[config.mk]
export PLATFORM = sky130hd
export DESIGN_NAME = arp_requester_flat
export DESIGN_NICKNAME = d
export VERILOG_FILES = /design/src/rtl/arp_pkg.sv /design/src/rtl/arp_requester_if.sv /design/src/rtl/arp_reply_checker.sv /design/src/rtl/arp_requester.sv /design/src/flat_wrapper.sv
export SDC_FILE = /design/constraint.sdc
export NUM_CORES = 1
export LEC_CHECK = 0
export CELL_PAD_IN_SITES_DETAIL_PLACEMENT = 0
export CELL_PAD_IN_SITES_GLOBAL_PLACEMENT = 1
export CORE_AREA = 2 2 185 187
export CTS_CLUSTER_SIZE = 28
export DETAILED_ROUTE_END_ITERATION = 8
export DIE_AREA = 0 0 187 189
export GPL_ROUTABILITY_DRIVEN = 0
export PLACE_DENSITY_LB_ADDON = 0.08
export SLEW_MARGIN = 25
export SYNTH_ARGS = -nofsm -noshare
export SYNTH_HDL_FRONTEND = slang
export SYNTH_SLANG_ARGS = --single-unit
[constraint.sdc]
create_clock -name clk -period 4 [get_ports clk]
set_input_delay 0.6 -clock clk [delete_from_list [all_inputs] [get_ports clk]]
set_output_delay 0.6 -clock clk [all_outputs]
set_load 0.01 [all_outputs]
[src/rtl/arp_pkg.sv]
// Shared ARP constants, requester state encoding and the 7-word payload builder
// used for both outgoing requests and incoming reply layout.
package arp_pkg;

    localparam logic [15:0] ARP_HTYPE_ETHER = 16'h0001;
    localparam logic [15:0] ARP_PTYPE_IPV4  = 16'h0800;
    localparam logic [7:0]  ARP_HLEN_MAC    = 8'h06;
    localparam logic [7:0]  ARP_PLEN_IP     = 8'h04;
    localparam logic [15:0] ARP_OP_REQUEST  = 16'h0001;
    localparam logic [15:0] ARP_OP_REPLY    = 16'h0002;

    localparam int          ARP_WORDS    = 7;
    localparam logic [2:0]  ARP_LAST_IDX = 3'(ARP_WORDS - 1);

    typedef enum logic [1:0] {
        IDLE,
        TX,
        WAIT,
        DONE
    } arpState_e;

    function automatic logic [31:0] arpWord(
        input logic [2:0]  idx,
        input logic [15:0] oper,
        input logic [47:0] sha,
        input logic [31:0] spa,
        input logic [47:0] tha,
        input logic [31:0] tpa
    );
        logic [31:0] w;
        case (idx)
            3'd0:    w = {ARP_HTYPE_ETHER, ARP_PTYPE_IPV4};
            3'd1:    w = {ARP_HLEN_MAC, ARP_PLEN_IP, oper};
            3'd2:    w = sha[47:16];
            3'd3:    w = {sha[15:0], spa[31:16]};
            3'd4:    w = {spa[15:0], tha[47:32]};
            3'd5:    w = tha[31:0];
            3'd6:    w = tpa;
            default: w = 32'h0;
        endcase
        return w;
    endfunction

endpackage

[src/rtl/arp_requester_if.sv]
// Bundles the request, TX stream, RX stream, result and configuration signals
// of the ARP requester; master is the requester side, slave the environment.
interface arp_requester_if;

    logic        i_req_valid;
    logic [31:0] i_req_ip;
    logic        o_req_ready;

    logic [31:0] o_tx_data;
    logic        o_tx_valid;
    logic        o_tx_last;
    logic        i_tx_ready;

    logic [31:0] i_rx_data;
    logic        i_rx_valid;
    logic        i_rx_last;
    logic        o_rx_ready;

    logic        o_res_valid;
    logic        o_res_hit;
    logic [47:0] o_res_mac;
    logic [31:0] o_res_ip;

    logic [47:0] i_local_mac;
    logic [31:0] i_local_ip;
    logic        i_arp_enable;

    modport master (
        input  i_req_valid, i_req_ip,
        output o_req_ready,
        output o_tx_data, o_tx_valid, o_tx_last,
        input  i_tx_ready,
        input  i_rx_data, i_rx_valid, i_rx_last,
        output o_rx_ready,
        output o_res_valid, o_res_hit, o_res_mac, o_res_ip,
        input  i_local_mac, i_local_ip, i_arp_enable
    );

    modport slave (
        output i_req_valid, i_req_ip,
        input  o_req_ready,
        input  o_tx_data, o_tx_valid, o_tx_last,
        output i_tx_ready,
        output i_rx_data, i_rx_valid, i_rx_last,
        input  o_rx_ready,
        input  o_res_valid, o_res_hit, o_res_mac, o_res_ip,
        output i_local_mac, i_local_ip, i_arp_enable
    );

endinterface

[src/rtl/arp_reply_checker.sv]
// Parses the RX ARP payload stream and flags a reply that answers our request;
// only frames that begin while the window is open are ever considered.
module arp_reply_checker
    import arp_pkg::*;
(
    input  logic        clk,
    input  logic        rst_n,
    input  logic [31:0] rx_data_i,
    input  logic        rx_valid_i,
    input  logic        rx_last_i,
    input  logic [31:0] target_ip_i,
    input  logic [31:0] local_ip_i,
    input  logic        window_i,
    output logic        match_o,
    output logic [47:0] sha_o
);

    localparam logic [2:0] OVER_IDX = 3'(ARP_WORDS);

    logic [2:0]  idx_q, idx_d;
    logic        midFrame_q, midFrame_d;
    logic        skip_q, skip_d;
    logic        ok_q, ok_d;
    logic [31:0] shaHi_q, shaHi_d;
    logic [15:0] shaLo_q, shaLo_d;

    logic [2:0]  curIdx;
    logic        parse;
    logic        wordOk;
    logic        frameOk;

    always_ff @(posedge clk or negedge rst_n) begin
        if (!rst_n) begin
            idx_q      <= '0;
            midFrame_q <= 1'b0;
            skip_q     <= 1'b1;
            ok_q       <= 1'b0;
            shaHi_q    <= '0;
            shaLo_q    <= '0;
        end else begin
            idx_q      <= idx_d;
            midFrame_q <= midFrame_d;
            skip_q     <= skip_d;
            ok_q       <= ok_d;
            shaHi_q    <= shaHi_d;
            shaLo_q    <= shaLo_d;
        end
    end

    // A frame is parsed only if the window was open on its first beat and has
    // stayed open since; OVER_IDX marks a frame that ran past W6 without last.
    always_comb begin
        curIdx     = midFrame_q ? idx_q : 3'd0;
        parse      = midFrame_q ? (!skip_q && window_i) : window_i;
        idx_d      = idx_q;
        midFrame_d = midFrame_q;
        skip_d     = skip_q || !window_i;
        ok_d       = ok_q;
        shaHi_d    = shaHi_q;
        shaLo_d    = shaLo_q;

        case (curIdx)
            3'd0:    wordOk = (rx_data_i == {ARP_HTYPE_ETHER, ARP_PTYPE_IPV4});
            3'd1:    wordOk = (rx_data_i == {ARP_HLEN_MAC, ARP_PLEN_IP, ARP_OP_REPLY});
            3'd3:    wordOk = (rx_data_i[15:0] == target_ip_i[31:16]);
            3'd4:    wordOk = (rx_data_i[31:16] == target_ip_i[15:0]);
            3'd6:    wordOk = (rx_data_i == local_ip_i);
            3'd7:    wordOk = 1'b0;
            default: wordOk = 1'b1;
        endcase

        frameOk = (midFrame_q ? ok_q : 1'b1) && wordOk;
        match_o = rx_valid_i && rx_last_i && parse && (curIdx == ARP_LAST_IDX) && frameOk;
        sha_o   = {shaHi_q, shaLo_q};

        if (rx_valid_i) begin
            if (rx_last_i) begin
                midFrame_d = 1'b0;
                idx_d      = '0;
                ok_d       = 1'b0;
            end else begin
                midFrame_d = 1'b1;
                idx_d      = (curIdx == OVER_IDX) ? OVER_IDX : curIdx + 3'd1;
                ok_d       = frameOk;
                skip_d     = !parse;
            end
            if (parse && curIdx == 3'd2) begin
                shaHi_d = rx_data_i;
            end
            if (parse && curIdx == 3'd3) begin
                shaLo_d = rx_data_i[31:16];
            end
        end
    end

endmodule

[src/rtl/arp_requester.sv]
// ARP requester: sends a who-has request for a target IPv4 address, resends on
// timeout and reports the resolved MAC (or a failure) as a one-cycle result.
module arp_requester
    import arp_pkg::*;
#(
    parameter int TIMEOUT_CYCLES = 100000,
    parameter int MAX_RETRIES    = 3
) (
    input  logic            clk,
    input  logic            rst_n,
    arp_requester_if.master bus
);

    localparam int TW = $clog2(TIMEOUT_CYCLES + 1);
    localparam int RW = (MAX_RETRIES > 0) ? $clog2(MAX_RETRIES + 1) : 1;
    localparam logic [TW-1:0] TIMER_LOAD = TW'(TIMEOUT_CYCLES);
    localparam logic [RW-1:0] RETRY_MAX  = RW'(MAX_RETRIES);

    arpState_e   state_q, state_d;
    logic [31:0] target_q, target_d;
    logic [RW-1:0] retry_q, retry_d;
    logic [TW-1:0] timer_q, timer_d;
    logic [2:0]  txIdx_q, txIdx_d;
    logic        abort_q, abort_d;
    logic        resHit_q, resHit_d;
    logic [47:0] resMac_q, resMac_d;
    logic [31:0] resIp_q, resIp_d;

    logic        rxMatch;
    logic [47:0] rxSha;
    logic        failNow;

    arp_reply_checker u_checker (
        .clk         (clk),
        .rst_n       (rst_n),
        .rx_data_i   (bus.i_rx_data),
        .rx_valid_i  (bus.i_rx_valid),
        .rx_last_i   (bus.i_rx_last),
        .target_ip_i (target_q),
        .local_ip_i  (bus.i_local_ip),
        .window_i    (state_q == WAIT),
        .match_o     (rxMatch),
        .sha_o       (rxSha)
    );

    // Ready is gated by rst_n so every output except rx_ready reads 0 during reset.
    assign bus.o_req_ready = rst_n && (state_q == IDLE) && bus.i_arp_enable;
    assign bus.o_tx_valid  = (state_q == TX);
    assign bus.o_tx_last   = (state_q == TX) && (txIdx_q == ARP_LAST_IDX);
    assign bus.o_tx_data   = (state_q == TX)
                           ? arpWord(txIdx_q, ARP_OP_REQUEST, bus.i_local_mac,
                                     bus.i_local_ip, 48'h0, target_q)
                           : 32'h0;
    assign bus.o_rx_ready  = 1'b1;
    assign bus.o_res_valid = (state_q == DONE);
    assign bus.o_res_hit   = resHit_q;
    assign bus.o_res_mac   = resMac_q;
    assign bus.o_res_ip    = resIp_q;

    always_ff @(posedge clk or negedge rst_n) begin
        if (!rst_n) begin
            state_q  <= IDLE;
            target_q <= '0;
            retry_q  <= '0;
            timer_q  <= '0;
            txIdx_q  <= '0;
            abort_q  <= 1'b0;
            resHit_q <= 1'b0;
            resMac_q <= '0;
            resIp_q  <= '0;
        end else begin
            state_q  <= state_d;
            target_q <= target_d;
            retry_q  <= retry_d;
            timer_q  <= timer_d;
            txIdx_q  <= txIdx_d;
            abort_q  <= abort_d;
            resHit_q <= resHit_d;
            resMac_q <= resMac_d;
            resIp_q  <= resIp_d;
        end
    end

    always_comb begin
        state_d  = state_q;
        target_d = target_q;
        retry_d  = retry_q;
        timer_d  = timer_q;
        txIdx_d  = txIdx_q;
        abort_d  = abort_q;
        resHit_d = resHit_q;
        resMac_d = resMac_q;
        resIp_d  = resIp_q;
        failNow  = 1'b0;

        case (state_q)
            IDLE: begin
                if (bus.i_req_valid && bus.o_req_ready) begin
                    target_d = bus.i_req_ip;
                    retry_d  = '0;
                    txIdx_d  = '0;
                    abort_d  = 1'b0;
                    state_d  = TX;
                end
            end

            // A disable seen at any point of a frame is remembered; the frame
            // still completes so the framer never sees a truncated payload.
            TX: begin
                abort_d = abort_q || !bus.i_arp_enable;
                if (bus.i_tx_ready) begin
                    if (txIdx_q == ARP_LAST_IDX) begin
                        txIdx_d = '0;
                        if (abort_d) begin
                            failNow = 1'b1;
                        end else begin
                            timer_d = TIMER_LOAD;
                            state_d = WAIT;
                        end
                    end else begin
                        txIdx_d = txIdx_q + 3'd1;
                    end
                end
            end

            // Priority: a matching reply beats both disable and timer expiry.
            WAIT: begin
                timer_d = timer_q - TW'(1);
                if (rxMatch) begin
                    resHit_d = 1'b1;
                    resMac_d = rxSha;
                    resIp_d  = target_q;
                    state_d  = DONE;
                end else if (!bus.i_arp_enable) begin
                    failNow = 1'b1;
                end else if (timer_q <= TW'(1)) begin
                    if (retry_q < RETRY_MAX) begin
                        retry_d = retry_q + RW'(1);
                        txIdx_d = '0;
                        abort_d = 1'b0;
                        state_d = TX;
                    end else begin
                        failNow = 1'b1;
                    end
                end
            end

            DONE: begin
                state_d = IDLE;
            end

            default: begin
                state_d = IDLE;
            end
        endcase

        if (failNow) begin
            resHit_d = 1'b0;
            resMac_d = '0;
            resIp_d  = target_q;
            state_d  = DONE;
        end
    end

endmodule

[src/flat_wrapper.sv]
// flat-port wrapper written by rule: the top's interface ports become plain ports
module arp_requester_flat import arp_pkg::*;
#(
    parameter int TIMEOUT_CYCLES = 100000,
    parameter int MAX_RETRIES    = 3
)
  (clk, rst_n, bus_i_req_valid, bus_i_req_ip, bus_o_req_ready, bus_o_tx_data, bus_o_tx_valid, bus_o_tx_last, bus_i_tx_ready, bus_i_rx_data, bus_i_rx_valid, bus_i_rx_last, bus_o_rx_ready, bus_o_res_valid, bus_o_res_hit, bus_o_res_mac, bus_o_res_ip, bus_i_local_mac, bus_i_local_ip, bus_i_arp_enable);
  arp_requester_if bus_i ();
  input  logic clk;
  input  logic rst_n;
  input wire logic [$bits(bus_i.i_req_valid)-1:0] bus_i_req_valid;
  input wire logic [$bits(bus_i.i_req_ip)-1:0] bus_i_req_ip;
  output wire logic [$bits(bus_i.o_req_ready)-1:0] bus_o_req_ready;
  output wire logic [$bits(bus_i.o_tx_data)-1:0] bus_o_tx_data;
  output wire logic [$bits(bus_i.o_tx_valid)-1:0] bus_o_tx_valid;
  output wire logic [$bits(bus_i.o_tx_last)-1:0] bus_o_tx_last;
  input wire logic [$bits(bus_i.i_tx_ready)-1:0] bus_i_tx_ready;
  input wire logic [$bits(bus_i.i_rx_data)-1:0] bus_i_rx_data;
  input wire logic [$bits(bus_i.i_rx_valid)-1:0] bus_i_rx_valid;
  input wire logic [$bits(bus_i.i_rx_last)-1:0] bus_i_rx_last;
  output wire logic [$bits(bus_i.o_rx_ready)-1:0] bus_o_rx_ready;
  output wire logic [$bits(bus_i.o_res_valid)-1:0] bus_o_res_valid;
  output wire logic [$bits(bus_i.o_res_hit)-1:0] bus_o_res_hit;
  output wire logic [$bits(bus_i.o_res_mac)-1:0] bus_o_res_mac;
  output wire logic [$bits(bus_i.o_res_ip)-1:0] bus_o_res_ip;
  input wire logic [$bits(bus_i.i_local_mac)-1:0] bus_i_local_mac;
  input wire logic [$bits(bus_i.i_local_ip)-1:0] bus_i_local_ip;
  input wire logic [$bits(bus_i.i_arp_enable)-1:0] bus_i_arp_enable;
  assign bus_i.i_req_valid = bus_i_req_valid;
  assign bus_i.i_req_ip = bus_i_req_ip;
  assign bus_o_req_ready = bus_i.o_req_ready;
  assign bus_o_tx_data = bus_i.o_tx_data;
  assign bus_o_tx_valid = bus_i.o_tx_valid;
  assign bus_o_tx_last = bus_i.o_tx_last;
  assign bus_i.i_tx_ready = bus_i_tx_ready;
  assign bus_i.i_rx_data = bus_i_rx_data;
  assign bus_i.i_rx_valid = bus_i_rx_valid;
  assign bus_i.i_rx_last = bus_i_rx_last;
  assign bus_o_rx_ready = bus_i.o_rx_ready;
  assign bus_o_res_valid = bus_i.o_res_valid;
  assign bus_o_res_hit = bus_i.o_res_hit;
  assign bus_o_res_mac = bus_i.o_res_mac;
  assign bus_o_res_ip = bus_i.o_res_ip;
  assign bus_i.i_local_mac = bus_i_local_mac;
  assign bus_i.i_local_ip = bus_i_local_ip;
  assign bus_i.i_arp_enable = bus_i_arp_enable;
  arp_requester #(.TIMEOUT_CYCLES(TIMEOUT_CYCLES), .MAX_RETRIES(MAX_RETRIES)) u_core (.clk(clk), .rst_n(rst_n), .bus(bus_i));
endmodule
==> metrics.md, run 1 <==
| Metric | Value |
|---|---|
| Maximum buffer depth of the clock tree | 2 |
| Buffers added on ports | approximately 270 |
| Share of post-route cells with drive strength above 1 | 16.4% |
| DRC | 0 |
| Setup TNS | 0 ns |
| Reg2reg start | u_core.u_checker.midFrame_q$_DFFE_PN0P_ |
| Cell-by-cell listing of the critical path | nand2_1 -> inv_1 -> ha_1 -> and3_1 -> a21boi_0 -> a2111oi_1 -> buf_4 -> nand4_1 -> or4_4 -> o32ai_4 -> buf_4 -> nor3_1 -> mux2_1 |
| Synth cell types | 64 |
| Die Height | between 150 and 200 um |
| CTS Root Buffer Type | sky130_fd_sc_hd__clkbuf_16 |
| Num ports | ~270 |
| Initial Utilization | between 20 and 30% |
| First-pass iteration count of the detailed router | 5 |
| Library cell with the largest summed area after synthesis | sky130_fd_sc_hd__dfrtp_1 |
| Total count of max-transition violations in the final report | 0 |
| Largest cells by area after synthesis | sky130_fd_sc_hd__dfrtp_1 (49%), sky130_fd_sc_hd__mux2_2 (8.8%), sky130_fd_sc_hd__mux2i_1 (4.9%) |
| Internal Power | 4.51 mW |
| Fill cell instance count of the final layout | approximately 3.3k |
| Fraction of power consumed by combinational cells | 35.0% |
| Maximum operating frequency | roughly 0.27 GHz |
| Wire length of the first global-routing pass | roughly 54000 um |
| TritonCTS clock tree | built |
| Hold WC Path Type | input pin to async pin |
| MaxCap Viol Count | 0 |
| Proportion of synthesized chip area in sequential cells | around 50% |
| R2R depth | 13 |
| Clock group share of total power | between 20 and 25% |
| Final hold violation count | 0 |
| Worst skew pair latency | about 0.45 ns |
| Number of antenna violations at the first check in global routing | 1 |
| Crit Path Max Fanout | 8 |
| Reg-to-Reg End | u_core.txIdx_q[2]$_DFFE_PN0P_ |
| Net switching power figure | about 2.5 mW |
| Floorplan row count | between 60 and 70 |
| ANT nets after route | 0 |
| Maximum number of pins on one net before global-route repair | 70 |
| Worst slew margin relative to its limit | between 40% and 50% |
| Total half-perimeter wirelength after legalization and detailed placement | approximately 28000 um |
| Maximum VDD drop | about 0.28 mV |
| Worst-margin pin slew | 0.893 ns |
| Final global-route overflow total | 0 |
| Flip-flop and latch count after synthesis | roughly 190 |
| Required time at the endpoint of the critical path | 4.32 ns |
| Chip width | around 190 um |
| Number of vias after detailed routing | about 8.1k |
| Proportion of netlist area held by the largest area contributor | between 40% and 50% |
| DR iter-0 viols | 519 |
| Setup clock skew after layout | roughly 0.022 ns |
| Final-layout worst hold slack | 0.0733 ns |
| Outcome | finished, final reports clean |
| Setup repair after global routing missed its margin | false |
| Period Utilization, post-route | between 90% and 100% |
| Switching share of total power | 35.9% |
| Critical Path Slowest Stage Cell | sky130_fd_sc_hd__or4_4 |
| Power density over cell area | 505 mW/mm2 |
| Type of origin of the critical path | register |
| Gate family responsible for the most delay along the worst path | simple AND/OR/NAND/NOR gates |
| Routed wire length | ~37000 um |
| Critical path class | register to register |
| Area Growth Syn to Fin | 41.4% |
| Arrival @ worst endpoint | 3.99 ns |
| Crit path top cell by count | sky130_fd_sc_hd__buf_4 |
| Average detailed-routed wire length per instance | roughly 22 um |
| Clock-pin slew on the worst setup and hold paths | approximately 0.080 ns |
| Cell with the most instances after synthesis | sky130_fd_sc_hd__dfrtp_1 |
| Critical Path Max Stage Delay | 0.52 ns |
| Num CTS Buffers | 17 |
| Average cell area after synthesis | roughly 11 um2 |
| Leakage power total | roughly 5.9 nW |
| Post-synthesis cell area | between 0.009 and 0.01 mm2 |
| Count of flip-flops with a built-in enable after synthesis | 0 |
| Number of endpoints failing setup at the final stage | 0 |
| Most used flip-flop cell after synthesis | sky130_fd_sc_hd__dfrtp_1 |
| Die ar. | ~0.035 mm2 |
| Synthesized netlist net count | 1067 |
| Combined buffer and inverter count along the critical path | 3 |
| Number of global-route vias before repair | 8318 |
| GR Util All Layers | 20.8% |
| Number of nets in the layout | 1355 |
| Ys async rst share | 100% |
| Share of total power in sequential cells | 40.5% |
| Worst setup slack for register-to-register paths | ~0.32 ns |
| Time the final worst path needs with I/O delays and setup | 3.68 ns |
| DR vias/cell | about 5 |
| Synthesis Warnings | 0 |
| Sinks on the clock net | 192 |
| Endpoint kind of the worst setup timing path | register |
| Std-Cell Core Area | ~0.033 mm2 |
| Number of H-tree levels | 4 |
| Synth top cells by count | sky130_fd_sc_hd__dfrtp_1 (191), sky130_fd_sc_hd__nor2_1 (97), sky130_fd_sc_hd__mux2_2 (77), sky130_fd_sc_hd__nand2_1 (61), sky130_fd_sc_hd__mux2i_1 (48) |
| Cells after synthesis | 904 |
layout by cell type (no fill, tap or decap), types with 6 or more instances in the layout:
cell / n
sky130_fd_sc_hd__a21oi_1: 32
sky130_fd_sc_hd__a222oi_1: 21
sky130_fd_sc_hd__a22oi_1: 27
sky130_fd_sc_hd__a31oi_1: 7
sky130_fd_sc_hd__and3_1: 9
sky130_fd_sc_hd__buf_12: 8
sky130_fd_sc_hd__buf_4: 44
sky130_fd_sc_hd__clkbuf_16: 17
sky130_fd_sc_hd__clkdlybuf4s50_1: 266
sky130_fd_sc_hd__dfrtp_1: 191
sky130_fd_sc_hd__ha_1: 12
sky130_fd_sc_hd__inv_1: 31
sky130_fd_sc_hd__inv_6: 6
sky130_fd_sc_hd__mux2_1: 8
sky130_fd_sc_hd__mux2_2: 77
sky130_fd_sc_hd__mux2_4: 24
sky130_fd_sc_hd__mux2i_1: 48
sky130_fd_sc_hd__nand2_1: 61
sky130_fd_sc_hd__nand2b_1: 11
sky130_fd_sc_hd__nand3_1: 15
sky130_fd_sc_hd__nand4_1: 9
sky130_fd_sc_hd__nor2_1: 97
sky130_fd_sc_hd__nor3_1: 10
sky130_fd_sc_hd__nor4_1: 9
sky130_fd_sc_hd__o21ai_0: 35
sky130_fd_sc_hd__o22ai_1: 10
sky130_fd_sc_hd__o31ai_1: 10
sky130_fd_sc_hd__xnor2_1: 27
sky130_fd_sc_hd__xor2_1: 11
what timing repair did:
| action | 4_1_cts | 5_1_grt |
|---|---|---|
| endpoints found under the setup margin | 0 | 1 |
| setup buffers | 0 | 0 |
| hold buffers | 0 | 0 |
| resized for setup | 0 | 1 |
layer usage:
| metal | GRT usage, % | vias up | part of all wire (%) |
|---|---|---|---|
| li1 | - | 3850 | - |
| met1 | 28.1 | 4042 | 46 |
| met2 | 34.5 | 215 | 49 |
| met3 | 4.08 | 17 | 4.8 |
| met4 | 4.91 | 0 | 1.1 |
| met5 | 0 | - | 0 |
area by class of cell:
class	instances	area, um2	share of cell area [%]
well taps	448	561	4.03
diodes	1	2.50	0.0180
clock buffers	18	439	3.15
repair buffers	319	3170	22.7
inverters	32	120	0.863
clock inverters	14	148	1.06
multi-input cells	630	4680	33.6
flip-flops and latches	192	4810	34.5
registers in the layout (all words and copies together), names as in the netlist, 2 cells and up:
name and count:
u_core.bus.o_res_mac 48, u_core.target_q 32, u_core.u_checker.shaHi_q 32, u_core.u_checker.idx_q 3, u_core.txIdx_q 3, u_core.state_q 2, u_core.u_checker.shaLo_q 16, u_core.retry_q 2
u_core.bus.o_res_ip 32, u_core.timer_q 17
power by group through the flow:
stage | Combinational, mW | Sequential [mW] | Clock, mW
after floorplan | 1.38 | 2.73 | 0
after global placement | 2.48 | 2.89 | 0
after detailed placement | 2.49 | 2.88 | 0
after CTS | 2.50 | 2.85 | 1.79
after global routing | 2.69 | 2.92 | 1.86
final | 2.46 | 2.85 | 1.72
worst max-delay path by stage:
stage / from / to / slack, ns / cells after the start
after floorplan: u_core.u_checker.midFrame_q$_DFFE_PN0P_ / u_core.bus.o_res_ip[10]$_DFFE_PN0P_ / 0.77 / 14
after global placement: bus_i_rx_data[13] / u_core.bus.o_res_mac[39]$_DFFE_PN0P_ / 0.12 / 11
after detailed placement: bus_i_rx_data[13] / u_core.bus.o_res_mac[14]$_DFFE_PN0P_ / 0.15 / 11
after CTS: u_core.u_checker.midFrame_q$_DFFE_PN0P_ / u_core.bus.o_res_mac[14]$_DFFE_PN0P_ / 0.22 / 14
after global routing: u_core.u_checker.midFrame_q$_DFFE_PN0P_ / u_core.bus.o_res_mac[15]$_DFFE_PN0P_ / 0.05 / 14
final: u_core.u_checker.midFrame_q$_DFFE_PN0P_ / u_core.txIdx_q[2]$_DFFE_PN0P_ / 0.32 / 13
metrics by stage:
step / cells / util [%] / power, mW / cell area (um2) / worst slack [ns]
global route: 1654 / 41.8 / 7.47 / 13900 / 0.0500
floorplan: 904 / - / 4.11 / 9850 / 0.774
detailed placement: 1621 / 40.1 / 5.37 / 13300 / 0.148
CTS: 1653 / 41.8 / 7.14 / 13900 / 0.223
finish: 1654 / 41.8 / 7.03 / 13900 / 0.324
global placement: 1621 / 40.1 / 5.37 / 13300 / 0.124
kinds of logic after synthesis:
family	Yosys count	share of synthesized area, %
other cells	1	0.0381
flops	192	48.8
buf+inv	82	3.96
mux	157	18.3
xor+xnor	38	3.38
simple gates	244	11.4
fa+ha+maj	12	1.52
compound gates	178	12.6
(Power assumes the default switching activity.)
==> run 2: changes to the inputs <==
==> constraint.sdc (replaced) <==
create_clock -name clk -period 4.8 [get_ports clk]
set_input_delay 0.72 -clock clk [delete_from_list [all_inputs] [get_ports clk]]
set_output_delay 0.72 -clock clk [all_outputs]
set_load 0.01 [all_outputs]
==> metrics.md, run 2 (synthesis gave the netlist of run 1 again) <==
| Metric | Value |
|---|---|
| Outcome | finished, final reports clean |
| Setup clock skew after layout | 0.0130 ns (-0.00856 ns) |
| GR Util All Layers | 20.1% (-0.74 points) |
| Total non-filler cell area in the finished layout | 0.0137 mm2 (-2.0%) |
| Core occupancy in the finished layout | 41.0% (-0.82 points) |
| Power density over cell area | 428 mW/mm2 (-15%) |
| DR iter-0 viols | 471 (-9.2%) |
| Std-Cell Core Area | 0.0333 mm2 (unchanged) |
| Hold WC Path Type | input pin to async pin |
| Maximum number of pins on one net before global-route repair | 73 (+4.3%) |
| Initial Utilization | 29.6% (unchanged) |
| Fraction of power consumed by combinational cells | 34.3% (-0.7 points) |
| DRC | 0 (unchanged) |
| Leakage power total | 5.77 nW (-2.7%) |
| Final global-route overflow total | 0 (unchanged) |
| DR vias/cell | 4.96 (+0.90%) |
| Number of H-tree levels | 4 (unchanged) |
| Clock-pin slew on the worst setup and hold paths | 0.08 ns (about the same) |
| Num ports | 269 (unchanged) |
| Final hold violation count | 0 (unchanged) |
| Wire length of the first global-routing pass | 52900 um (-2.7%) |
| Maximum buffer depth of the clock tree | 2 (unchanged) |
| Maximum VDD drop | 0.255 mV (-7.7%) |
| Setup repair after global routing missed its margin | false |
| Critical path class | register to register |
| Clock group share of total power | 24.9% (+0.4 points) |
| Most used cells in the layout excluding fill and tap cells | sky130_fd_sc_hd__clkdlybuf4s50_1 (266), sky130_fd_sc_hd__dfrtp_1 (191), sky130_fd_sc_hd__nor2_1 (97) |
| Required time at the endpoint of the critical path | 5.13 ns (+0.81 ns) |
| CTS Root Buffer Type | sky130_fd_sc_hd__clkbuf_16 |
| Total setup buffers inserted after CTS | 0 (unchanged) |
| Floorplan row count | 67 (unchanged) |
| Number of vias after detailed routing | 8058 (-0.81%) |
| MaxCap Viol Count | 0 (unchanged) |
| Number of endpoints failing setup at the final stage | 0 (unchanged) |
| Share of total power in sequential cells | 40.8% (+0.3 points) |
| Worst-margin pin slew | 0.973 ns (+0.0796 ns) |
| Number of global-route vias before repair | 8228 (-1.1%) |
| Cell-by-cell listing of the critical path | nand2_1 -> inv_1 -> ha_1 -> and3_1 -> buf_4 -> a21boi_1 -> a2111oi_0 -> nand4_1 -> or4_4 -> o32ai_4 -> a21oi_4 -> buf_4 -> mux2_1 |
| Net switching power figure | 2.12 mW (-16%) |
| Switching share of total power | 36.2% (+0.30 points) |
| ANT nets after route | 0 (unchanged) |
| Critical Path Max Stage Delay | 0.55 ns (+0.03 ns) |
| Die Height | 189 um (unchanged) |
| Total count of max-transition violations in the final report | 0 (unchanged) |
| Worst skew pair latency | 0.45 ns (about the same) |
| Critical Path Slowest Stage Cell | sky130_fd_sc_hd__or4_4 |
| Number of hold-repair buffers added at the cts stage | 0 (unchanged) |
| Crit path top cell by count | sky130_fd_sc_hd__buf_4 |
| Num CTS Buffers | 17 (unchanged) |
| First-pass iteration count of the detailed router | 8 (+3) |
| Crit Path Max Fanout | 32 (+24) |
| Share of post-route cells with drive strength above 1 | 14.5% (-1.9 points) |
| Number of nets in the layout | 1328 (-2.0%) |
| Worst slew margin relative to its limit | 35.0% (-5.5 points) |
| Resized Gates After CTS | 0 (unchanged) |
| Total half-perimeter wirelength after legalization and detailed placement | 27000 um (-4.9%) |
| Number of antenna violations at the first check in global routing | 0 (-1) |
| Endpoint kind of the worst setup timing path | register |
| Maximum operating frequency | 0.226 GHz (-17%) |
| Internal Power | 3.72 mW (-17%) |
| Area Growth Syn to Fin | 38.6% |
| Period Utilization, post-route | 92.0% (+0.13 points) |
| Post-Place Cell Area | 0.0130 mm2 (-2.2%) |
| Type of origin of the critical path | register |
| Arrival @ worst endpoint | 4.74 ns (+0.75 ns) |
| Setup TNS | 0 ns (unchanged) |
| Chip width | 187 um (unchanged) |
| Time the final worst path needs with I/O delays and setup | 4.42 ns (+0.741 ns) |
| Routed wire length | 35800 um (-2.2%) |
| Max reg flops | 48 (unchanged) |
| TritonCTS clock tree | built |
| Buffers added on ports | 267 (unchanged) |
| Most common library cell in the layout ignoring fill and taps | sky130_fd_sc_hd__clkdlybuf4s50_1 |
| Die ar. | 0.0353 mm2 (unchanged) |
| Average detailed-routed wire length per instance | 22.0 um (-0.56%) |
| Sinks on the clock net | 192 (unchanged) |
| Antenna Cells | 0 (-1) |
run 2: path summary, 6_finish.rpt:
| kind | startpoint | end | slack (ns) | cells after the start |
|---|---|---|---|---|
| worst max-delay path | u_core.u_checker.midFrame_q$_DFFE_PN0P_ | u_core.bus.o_res_ip[19]$_DFFE_PN0P_ | 0.38 | 13 |
| worst min-delay path | rst_n | u_core.timer_q[4]$_DFFE_PN0P_ | 0.21 | 1 |
| worst max register to register | u_core.u_checker.midFrame_q$_DFFE_PN0P_ | u_core.bus.o_res_ip[19]$_DFFE_PN0P_ | 0.38 | 13 |
| worst min register to register | u_core.u_checker.shaHi_q[11]$_DFFE_PN0P_ | u_core.u_checker.shaHi_q[11]$_DFFE_PN0P_ | 0.48 | 2 |
| max in group asynchronous | rst_n | u_core.bus.o_res_mac[28]$_DFFE_PN0P_ | 3.28 | 2 |
| min in group clk | u_core.u_checker.shaHi_q[11]$_DFFE_PN0P_ | u_core.u_checker.shaHi_q[11]$_DFFE_PN0P_ | 0.48 | 2 |
run 2: worst max-delay path: cells and delay by family, from the launching register on:
| kind | cells | cell delay (ns) |
|---|---|---|
| simple gates | 4 | 1.27 |
| compound gates | 4 | 1.14 |
| buf+inv | 3 | 0.70 |
| flops | 1 | 0.53 |
| mux | 1 | 0.38 |
| fa+ha+maj | 1 | 0.24 |
run 2: final cells by class:
type | count | area (um2)
inverter | 32 | 120
multi-input combinational | 630 | 4690
fill | 3303 | 19600
sequential | 192 | 4810
tap | 448 | 561
clock inverter | 14 | 158
timing repair buffer | 292 | 2880
clock buffer | 18 | 439
run 2: layer usage:
metal / vias up / track usage, % / share of wire (%)
met2: 234 / 33.5 / 49
li1: 3792 / - / -
met1: 4002 / 26.5 / 45
met5: - / 0 / 0
met3: 30 / 4.17 / 4.9
met4: 0 / 5.37 / 1.6
run 2: per-stage QoR:
stage          std cells  hold slack (ns)  power (mW)  setup slack (ns)
6_report            1626            0.210        5.84             0.383
5_1_grt             1626            0.238        6.18            0.0714
4_1_cts             1626            0.223        5.90             0.362
3_5_place_dp        1594            0.474        4.42             0.390
3_3_place_gp        1594            0.463        4.42             0.486
2_1_floorplan        904            0.424        3.43              1.57
run 2: power by group through the flow:
stage	combinational, mW	sequential [mW]	clock (mW)
after floorplan	1.15	2.28	0
after global placement	2.01	2.41	0
after detailed placement	2.02	2.40	0
after CTS	2.02	2.38	1.50
after global routing	2.18	2.44	1.56
final	2.00	2.38	1.46
